$ cat config.mk
export PLATFORM = sky130hd
export DESIGN_NAME = instr_fetch_ctrl_flat
export DESIGN_NICKNAME = d
export VERILOG_FILES = /design/src/rtl/instr_fetch_ctrl_pkg.sv /design/src/rtl/instr_fetch_ctrl_if.sv /design/src/rtl/instr_fetch_ctrl_rd_wait_timer.sv /design/src/rtl/instr_fetch_ctrl.sv /design/src/flat_wrapper.sv
export SDC_FILE = /design/constraint.sdc
export NUM_CORES = 1
export LEC_CHECK = 0
export CAP_MARGIN = 5
export CORE_MARGIN = 8
export CORE_UTILIZATION = 46
export CTS_CLUSTER_SIZE = 24
export DETAILED_ROUTE_END_ITERATION = 10
export PLACE_DENSITY = 0.82
export SYNTH_ARGS = -nofsm -noshare
export SYNTH_HDL_FRONTEND = slang
export SYNTH_SLANG_ARGS = --single-unit
$ cat constraint.sdc
create_clock -name clk -period 2.43 [get_ports clk]
set_input_delay 0.243 -clock clk [delete_from_list [all_inputs] [get_ports clk]]
set_output_delay 0.243 -clock clk [all_outputs]
set_load 0.01 [all_outputs]
$ cat src/rtl/instr_fetch_ctrl_pkg.sv
// Shared types and constants for the instruction fetch sequencer.
package fetch_pkg;

  localparam int PC_W        = 32;
  localparam int INSTR_BYTES = 4;

  typedef enum logic [1:0] {
    IDLE,
    WAIT,
    HOLD,
    HALT
  } state_e;

endpackage

$ cat src/rtl/instr_fetch_ctrl_if.sv
// Bus bundle between the fetch sequencer, instruction memory, decode and execute.
interface instr_fetch_ctrl_if;
  import fetch_pkg::*;

  logic            fetch_en;
  logic [PC_W-1:0] imem_addr;
  logic [31:0]     imem_instr;
  logic [31:0]     instr_out;
  logic [PC_W-1:0] pc_out;
  logic            instr_valid;
  logic            instr_ready;
  logic            redirect;
  logic [PC_W-1:0] redirect_pc;
  logic            misaligned;
  logic            halted;
  logic [31:0]     instr_count;

  modport master (
    input  fetch_en, imem_instr, instr_ready, redirect, redirect_pc,
    output imem_addr, instr_out, pc_out, instr_valid, misaligned, halted, instr_count
  );

  modport slave (
    output fetch_en, imem_instr, instr_ready, redirect, redirect_pc,
    input  imem_addr, instr_out, pc_out, instr_valid, misaligned, halted, instr_count
  );

endinterface

$ cat src/rtl/instr_fetch_ctrl_rd_wait_timer.sv
// Loadable down-counter that times the memory read settle window.
module rd_wait_timer #(
  parameter int WIDTH = 2
) (
  input  logic             clk,
  input  logic             rst_n,
  input  logic             load,
  input  logic [WIDTH-1:0] load_val,
  input  logic             tick,
  output logic             done
);

  logic [WIDTH-1:0] cnt_q;
  logic [WIDTH-1:0] cnt_d;

  always_comb begin
    cnt_d = cnt_q;
    if (load) begin
      cnt_d = load_val;
    end else if (tick && (cnt_q != '0)) begin
      cnt_d = cnt_q - WIDTH'(1);
    end
  end

  always_ff @(posedge clk or negedge rst_n) begin
    if (!rst_n) begin
      cnt_q <= '0;
    end else begin
      cnt_q <= cnt_d;
    end
  end

  assign done = (cnt_q == '0);

endmodule

$ cat src/rtl/instr_fetch_ctrl.sv
// Fetch sequencer: owns the PC, waits out the memory read delay, presents
// instructions to decode with valid/ready, and handles redirects and halting.
module instr_fetch_ctrl
  import fetch_pkg::*;
#(
  parameter logic [31:0] RESET_PC  = 32'd0,
  parameter logic [31:0] END_PC    = 32'd20,
  parameter int          RD_CYCLES = 2
) (
  input logic                clk,
  input logic                rst_n,
  instr_fetch_ctrl_if.master bus
);

  localparam int              CNT_W    = $clog2(RD_CYCLES + 1);
  localparam logic [CNT_W-1:0] LOAD_VAL = CNT_W'(RD_CYCLES - 1);

  state_e          state_q, state_d;
  logic [PC_W-1:0] pc_q, pc_d;
  logic [31:0]     instr_q, instr_d;
  logic [PC_W-1:0] pc_out_q, pc_out_d;
  logic            valid_q, valid_d;
  logic            misaligned_q, misaligned_d;
  logic [31:0]     count_q, count_d;
  logic            tmr_load;
  logic            tmr_done;
  logic            handshake;

  rd_wait_timer #(.WIDTH(CNT_W)) u_timer (
    .clk      (clk),
    .rst_n    (rst_n),
    .load     (tmr_load),
    .load_val (LOAD_VAL),
    .tick     (state_q == WAIT),
    .done     (tmr_done)
  );

  assign handshake = valid_q & bus.instr_ready;

  always_comb begin
    state_d      = state_q;
    pc_d         = pc_q;
    instr_d      = instr_q;
    pc_out_d     = pc_out_q;
    valid_d      = valid_q;
    misaligned_d = 1'b0;
    count_d      = count_q;
    tmr_load     = 1'b0;

    case (state_q)
      IDLE: begin
        if (bus.fetch_en) begin
          tmr_load = 1'b1;
          state_d  = WAIT;
        end
      end
      WAIT: begin
        if (tmr_done) begin
          instr_d  = bus.imem_instr;
          pc_out_d = pc_q;
          valid_d  = 1'b1;
          pc_d     = pc_q + PC_W'(INSTR_BYTES);
          state_d  = HOLD;
        end
      end
      HOLD: begin
        if (handshake) begin
          count_d = count_q + 32'd1;
          valid_d = 1'b0;
          if (pc_out_q == END_PC) begin
            state_d = HALT;
          end else if (bus.fetch_en) begin
            tmr_load = 1'b1;
            state_d  = WAIT;
          end else begin
            state_d = IDLE;
          end
        end
      end
      HALT: begin
        state_d = HALT;
      end
      default: begin
        state_d = IDLE;
      end
    endcase

    // Redirect overrides everything above except a same-cycle handshake count.
    if (bus.redirect) begin
      pc_d         = {bus.redirect_pc[PC_W-1:2], 2'b00};
      misaligned_d = |bus.redirect_pc[1:0];
      valid_d      = 1'b0;
      tmr_load     = 1'b1;
      state_d      = bus.fetch_en ? WAIT : IDLE;
    end
  end

  always_ff @(posedge clk or negedge rst_n) begin
    if (!rst_n) begin
      state_q      <= IDLE;
      pc_q         <= RESET_PC;
      instr_q      <= '0;
      pc_out_q     <= '0;
      valid_q      <= 1'b0;
      misaligned_q <= 1'b0;
      count_q      <= '0;
    end else begin
      state_q      <= state_d;
      pc_q         <= pc_d;
      instr_q      <= instr_d;
      pc_out_q     <= pc_out_d;
      valid_q      <= valid_d;
      misaligned_q <= misaligned_d;
      count_q      <= count_d;
    end
  end

  assign bus.imem_addr   = pc_q;
  assign bus.instr_out   = instr_q;
  assign bus.pc_out      = pc_out_q;
  assign bus.instr_valid = valid_q;
  assign bus.misaligned  = misaligned_q;
  assign bus.halted      = (state_q == HALT);
  assign bus.instr_count = count_q;

endmodule

$ cat src/flat_wrapper.sv
// flat-port wrapper written by rule: the top's interface ports become plain ports
module instr_fetch_ctrl_flat import fetch_pkg::*;
#(
  parameter logic [31:0] RESET_PC  = 32'd0,
  parameter logic [31:0] END_PC    = 32'd20,
  parameter int          RD_CYCLES = 2
)
  (clk, rst_n, bus_fetch_en, bus_imem_instr, bus_instr_ready, bus_redirect, bus_redirect_pc, bus_imem_addr, bus_instr_out, bus_pc_out, bus_instr_valid, bus_misaligned, bus_halted, bus_instr_count);
  instr_fetch_ctrl_if bus_i ();
  input logic clk;
  input logic rst_n;
  input wire logic [$bits(bus_i.fetch_en)-1:0] bus_fetch_en;
  input wire logic [$bits(bus_i.imem_instr)-1:0] bus_imem_instr;
  input wire logic [$bits(bus_i.instr_ready)-1:0] bus_instr_ready;
  input wire logic [$bits(bus_i.redirect)-1:0] bus_redirect;
  input wire logic [$bits(bus_i.redirect_pc)-1:0] bus_redirect_pc;
  output wire logic [$bits(bus_i.imem_addr)-1:0] bus_imem_addr;
  output wire logic [$bits(bus_i.instr_out)-1:0] bus_instr_out;
  output wire logic [$bits(bus_i.pc_out)-1:0] bus_pc_out;
  output wire logic [$bits(bus_i.instr_valid)-1:0] bus_instr_valid;
  output wire logic [$bits(bus_i.misaligned)-1:0] bus_misaligned;
  output wire logic [$bits(bus_i.halted)-1:0] bus_halted;
  output wire logic [$bits(bus_i.instr_count)-1:0] bus_instr_count;
  assign bus_i.fetch_en = bus_fetch_en;
  assign bus_i.imem_instr = bus_imem_instr;
  assign bus_i.instr_ready = bus_instr_ready;
  assign bus_i.redirect = bus_redirect;
  assign bus_i.redirect_pc = bus_redirect_pc;
  assign bus_imem_addr = bus_i.imem_addr;
  assign bus_instr_out = bus_i.instr_out;
  assign bus_pc_out = bus_i.pc_out;
  assign bus_instr_valid = bus_i.instr_valid;
  assign bus_misaligned = bus_i.misaligned;
  assign bus_halted = bus_i.halted;
  assign bus_instr_count = bus_i.instr_count;
  instr_fetch_ctrl #(.RESET_PC(RESET_PC), .END_PC(END_PC), .RD_CYCLES(RD_CYCLES)) u_core (.clk(clk), .rst_n(rst_n), .bus(bus_i));
endmodule
* Yosys cells after proc, flatten, opt, wreduce, memory -nomap -nowiden *
Cells that the tools add are included.

operators by class
  add/subtract/negate cells = 3
  equality and inequality tests = 7
  mux-type cells = 22
  bitwise gates (word level) = 1
  reductions and logical operators = 14

operators by type and width
  kind                   number
  $mux 32                3
  $add 32x1->32 const B  1
  $add 32x3->32 const B  1
  $eq 32x5->1 const B    1
  $mux 2                 7
  $mux 1                 9
  $pmux 2 s4             1
  $reduce_bool 2->1      4
  $ne 3x2->1 const B     2
  $reduce_and 2->1       3
  $reduce_and 3->1       2
  $eq 2x2->1 const B     2
  $logic_not 2->1        2
  $pmux 1 s2             2
  $ne 3x3->1 const B     1
  $reduce_bool 3->1      1
  $eq 2x1->1 const B     1
  $reduce_or 2->1        1
  $sub 2x1->2 const B    1
  $and 1x1->1            1
  $logic_and 1x1->1      1

storage, ports and cells
  bits in registers = 134
  input bits = 69
  output and inout bits = 131
  logic and storage cells = 55

* Longest topological paths before layout *
  depth after elaboration = 6
  mapped depth = 8
  gate-level depth less buffers = 6

* Cells and area by module *
From an unflattened synthesis, not the netlist that was laid out.

unflattened totals
  cells, all modules = 646
  area total of the unflattened synthesis = 5975.7 um2

by module, submodules not included
  module            times used  cells each  area an instance (um2)  sequential area each (um2)
  instr_fetch_ctrl  1           633         5843.1                  3203.1
  rd_wait_timer     1           13          132.6                   50.0

* Worst setup path after synthesis *
No wires, ideal clock.

  path type = register to register
  from = register u_core.u_timer.cnt_q[0]
  to = register u_core.pc_q[24], in the netlist u_core.bus.imem_addr[24]
  setup time = 0.082 ns
  arrival time = 2.087 ns
  required time = 2.348 ns
  path slack = 0.261 ns
  cell stages (with the launch flop) = 8
  buffers on the path = 1
  period minus slack after synthesis = 2.169 ns
  path through = dfrtp_1 inv_1 ha_1 nand4b_4 or4_1 buf_2 or4_1 a31oi_1

between the ends
  cells in the longest elaborated chain, start to end = 3

ends and longest elaborated chain
  what                         RTL line                              source
  start: declaration           instr_fetch_ctrl_rd_wait_timer.sv:13  logic [WIDTH-1:0] cnt_q;
  start signal: assignment     instr_fetch_ctrl_rd_wait_timer.sv:29  cnt_q <= cnt_d;
  $logic_not 2->1              instr_fetch_ctrl_rd_wait_timer.sv:33  assign done = (cnt_q == '0);
  $reduce_bool 2->1 (no line)  -
  $reduce_and 2->1 (no line)   -
  end signal: assignment       instr_fetch_ctrl.sv:109               pc_q <= pc_d;
  end: declaration             instr_fetch_ctrl.sv:19                logic [PC_W-1:0] pc_q, pc_d;

Every way passes these cells.
A chain may end at the register's enable or synchronous reset.

* Worst setup path in the final report *
  from = register u_core.u_timer.cnt_q[0]
  to = register u_core.pc_q[28], in the netlist u_core.bus.imem_addr[28]

The elaborated chain is that of the path after synthesis.

==> impl_results.md <==
- Status: complete, no violations
- Setup TNS: 0 ps
- Router iterations before antenna repair: 5
- Static Leak: 3.90 nW
- Worst hold path type: input port to flop
- WL/cell: between 15 and 20 microns
- Drt total wl: 18600 microns
- Top cells by area, synth: dfrtp_1 (54%), nand2_1 (13%), xnor2_1 (4.2%), or4_1 (2.5%), nand4_1 (2.3%)
- Final Cycle Share: 0.965
- RSZ-0062 raised after global routing: false
- # IOs: 200
- Layout area overhead: 47.3%
- N_diodes: 0
- Final WS setup: 84.3 ps
- Crit Path Class: flop to flop
- Largest net degree at the start of global routing: 64
- Die height: around 130 microns
- Post-synthesis sequential area ratio: 0.544
- Layout Skew: between 7 and 8 ps
- Vias per inst: 5.48
- Worst path required time: 2760 ps
- Asr flop ratio synth: 1.00
- Pwr dens: about 1000 mW/mm^2
- Gr ovfl total: 0
- Peak VDD IR: between 500 and 600 uV
- Vias: 5725
- Hold Path Stages: 3
- CP Max Fanout: 19
- WP data arrival: roughly 2700 ps
- Placer congestion estimate: 0.868
- Least-Margin Pin Slew: between 700 and 800 ps
- Ys Warns: 0
- CTS root buffer: clkbuf_16
- # rows: 41
- Total track usage: 0.224
- DP HPWL: ~14000 microns
- Yosys reg bits: 130
- Count of antenna-violating nets left after detailed routing: 0
- Clk sink count: between 100 and 150
- I/O Buffers: 195
- Switching power of the nets: 0.00272 W
- Worst-case clock buffer depth: 2
- Commonest non-fill, non-tap cells in the layout: nand2_1 (214), clkdlybuf4s50_1 (194), dfrtp_1 (130)
- R2R cell count: 7
- Clock slew seen by the registers of the worst setup and hold paths: 60 ps
- EDFF count, synth: 0
- Crit. End Element: flop
- Fin. max-slew vios: 0
- Fmax: 426 MHz
- Fillers: 978
- Tmin final: 2350 ps
- Sequential Power Share: 0.372
- Internal Power: between 0.005 and 0.006 W
- Slew HR: 0.492
- Clock power share: 0.310
- Nets: 931
- Switching share of power: 0.313
- Synth Instances: ~660
- Cell Area, Synth: 0.00598 sq mm
- First-pass GRT wire length: 30000 microns
- Horiz. Die Dim: 130 microns
- Commonest non-fill, non-tap cell in the layout: nand2_1
- Synth unique cells: 41
- Layout Utilization: 0.696
- Initial antenna violation count: 0
- CTS H-Tree Depth: 4
- Vias in the first global route: 5899
- Initial Utilization: 0.472
- Max cap viols: 0
- Ys flop type: dfrtp_1
- Place WS: 20.8 ps
- Yosys top cell area share: 0.544
- Die area: ~0.017 sq mm
- # DRC: 0
- Post-CTS Setup Inserts: 0
- Post-synth top area cell: dfrtp_1
- DR iter-0 viols: 539
- Synth Area per Inst: 9.09 sq um
- Worst-Skew Late Latency: between 400 and 500 ps
- CTS buffer count: 17
- Share of cells above drive strength 1: 0.0711
- CTS tree: built
- Final hold violations: 0
- Setup violators final: 0
- Power share of the combinational group: 0.318
- Crit path launch type: flop
- Core region area: 0.0127 sq mm
## area by class of cell
| cell class | instances | area (sq um) | area share |
|---|---|---|---|
| sequential | 130 | 3250 | 0.369 |
| multi-input combinational | 476 | 2530 | 0.287 |
| timing repair buffer | 216 | 2110 | 0.240 |
| clock buffer | 23 | 508 | 0.0576 |
| tap | 172 | 215 | 0.0244 |
| clock inverter | 9 | 125 | 0.0142 |
| inverter | 18 | 67.6 | 0.00767 |
## cells by family after synthesis
family,after synthesis,synth area share
AND/OR/NAND/NOR,366,0.286
flip-flops,130,0.544
AO/OA/AOI/OAI,62,0.0655
buffers and inverters,55,0.0374
XOR/XNOR,40,0.0586
adder cells (fa/ha/maj),3,0.00627
other,1,0.000627
multiplexers,1,0.00167
## power groups by stage
stage | combinational, W | sequential (W) | clock [W]
floorplan | 0.000912 | 0.00341 | 0
global placement | 0.00269 | 0.00322 | 0
detailed placement | 0.00278 | 0.00326 | 0
CTS | 0.00280 | 0.00323 | 0.00272
global route | 0.00304 | 0.00331 | 0.00282
finish | 0.00276 | 0.00323 | 0.00269
## path summary, 6_finish.rpt
| kind | from | endpoint | slack, ps |
|---|---|---|---|
| max reg2reg | u_core.u_timer.cnt_q[0] | u_core.bus.imem_addr[28] | 80 |
| min in group asynchronous | rst_n | u_core.bus.instr_count[11] | 380 |
| max in group asynchronous | rst_n | u_core.bus.pc_out[29] | 1240 |
| min reg2reg | u_core.bus.instr_out[17] | u_core.bus.instr_out[17] | 470 |
| max | u_core.u_timer.cnt_q[0] | u_core.bus.imem_addr[28] | 80 |
| min | bus_imem_instr[26] | u_core.bus.instr_out[26] | 360 |
## state kept, by name (all words and copies together), names as in the netlist
register / count
u_core.bus.instr_out: 32
u_core.bus.misaligned: 1
u_core.bus.pc_out: 30
u_core.bus.instr_count: 32
u_core.u_timer.cnt_q: 2
u_core.state_q: 2
u_core.bus.instr_valid: 1
u_core.bus.imem_addr: 30
## Yosys cell counts (7+ instances only)
| cell type | number |
|---|---|
| nand2_1 | 214 |
| dfrtp_1 | 130 |
| nor2_1 | 35 |
| xnor2_1 | 29 |
| clkbuf_1 | 28 |
| nand3_1 | 23 |
| nand4_1 | 22 |
| or4_1 | 20 |
| nor4_1 | 18 |
| o21ai_0 | 18 |
| inv_1 | 17 |
| a31oi_1 | 15 |
| o31ai_1 | 11 |
| xor2_1 | 11 |
| nor3_1 | 8 |
| a21oi_1 | 7 |
## per-stage QoR
stage                     hold WS (ps)  area (sq um)  power [W]  instances
final                              357          8810    0.00868       1044
after global routing               354          8810    0.00917       1044
after CTS                          342          8800    0.00875       1044
after detailed placement           263          8160    0.00604       1011
after global placement             254          8160    0.00591       1011
after floorplan                  -52.6          5990    0.00432        661
## layer usage
metal | wire, microns | GRT usage | vias up
li1 | - | - | 2653
met1 | 7310 | 0.265 | 2786
met2 | 9330 | 0.377 | 258
met3 | 1720 | 0.0706 | 28
met4 | 295 | 0.0806 | 0
met5 | 0 | 0 | -
## critical path: stages (launching register included)
cell,delay [ps]
dfrtp_1,390
inv_1,100
ha_4,180
nand4b_4,160
or4_1,500
buf_4,210
or4_1,500
a31oi_1,210
## what timing repair did
item                                    4_1_cts  5_1_grt
hold buffers                                  1        0
resized for setup                             0        2
hold endpoints to repair                     60        0
endpoints found under the setup margin        0        8
Power figures use the tool's default switching activity.
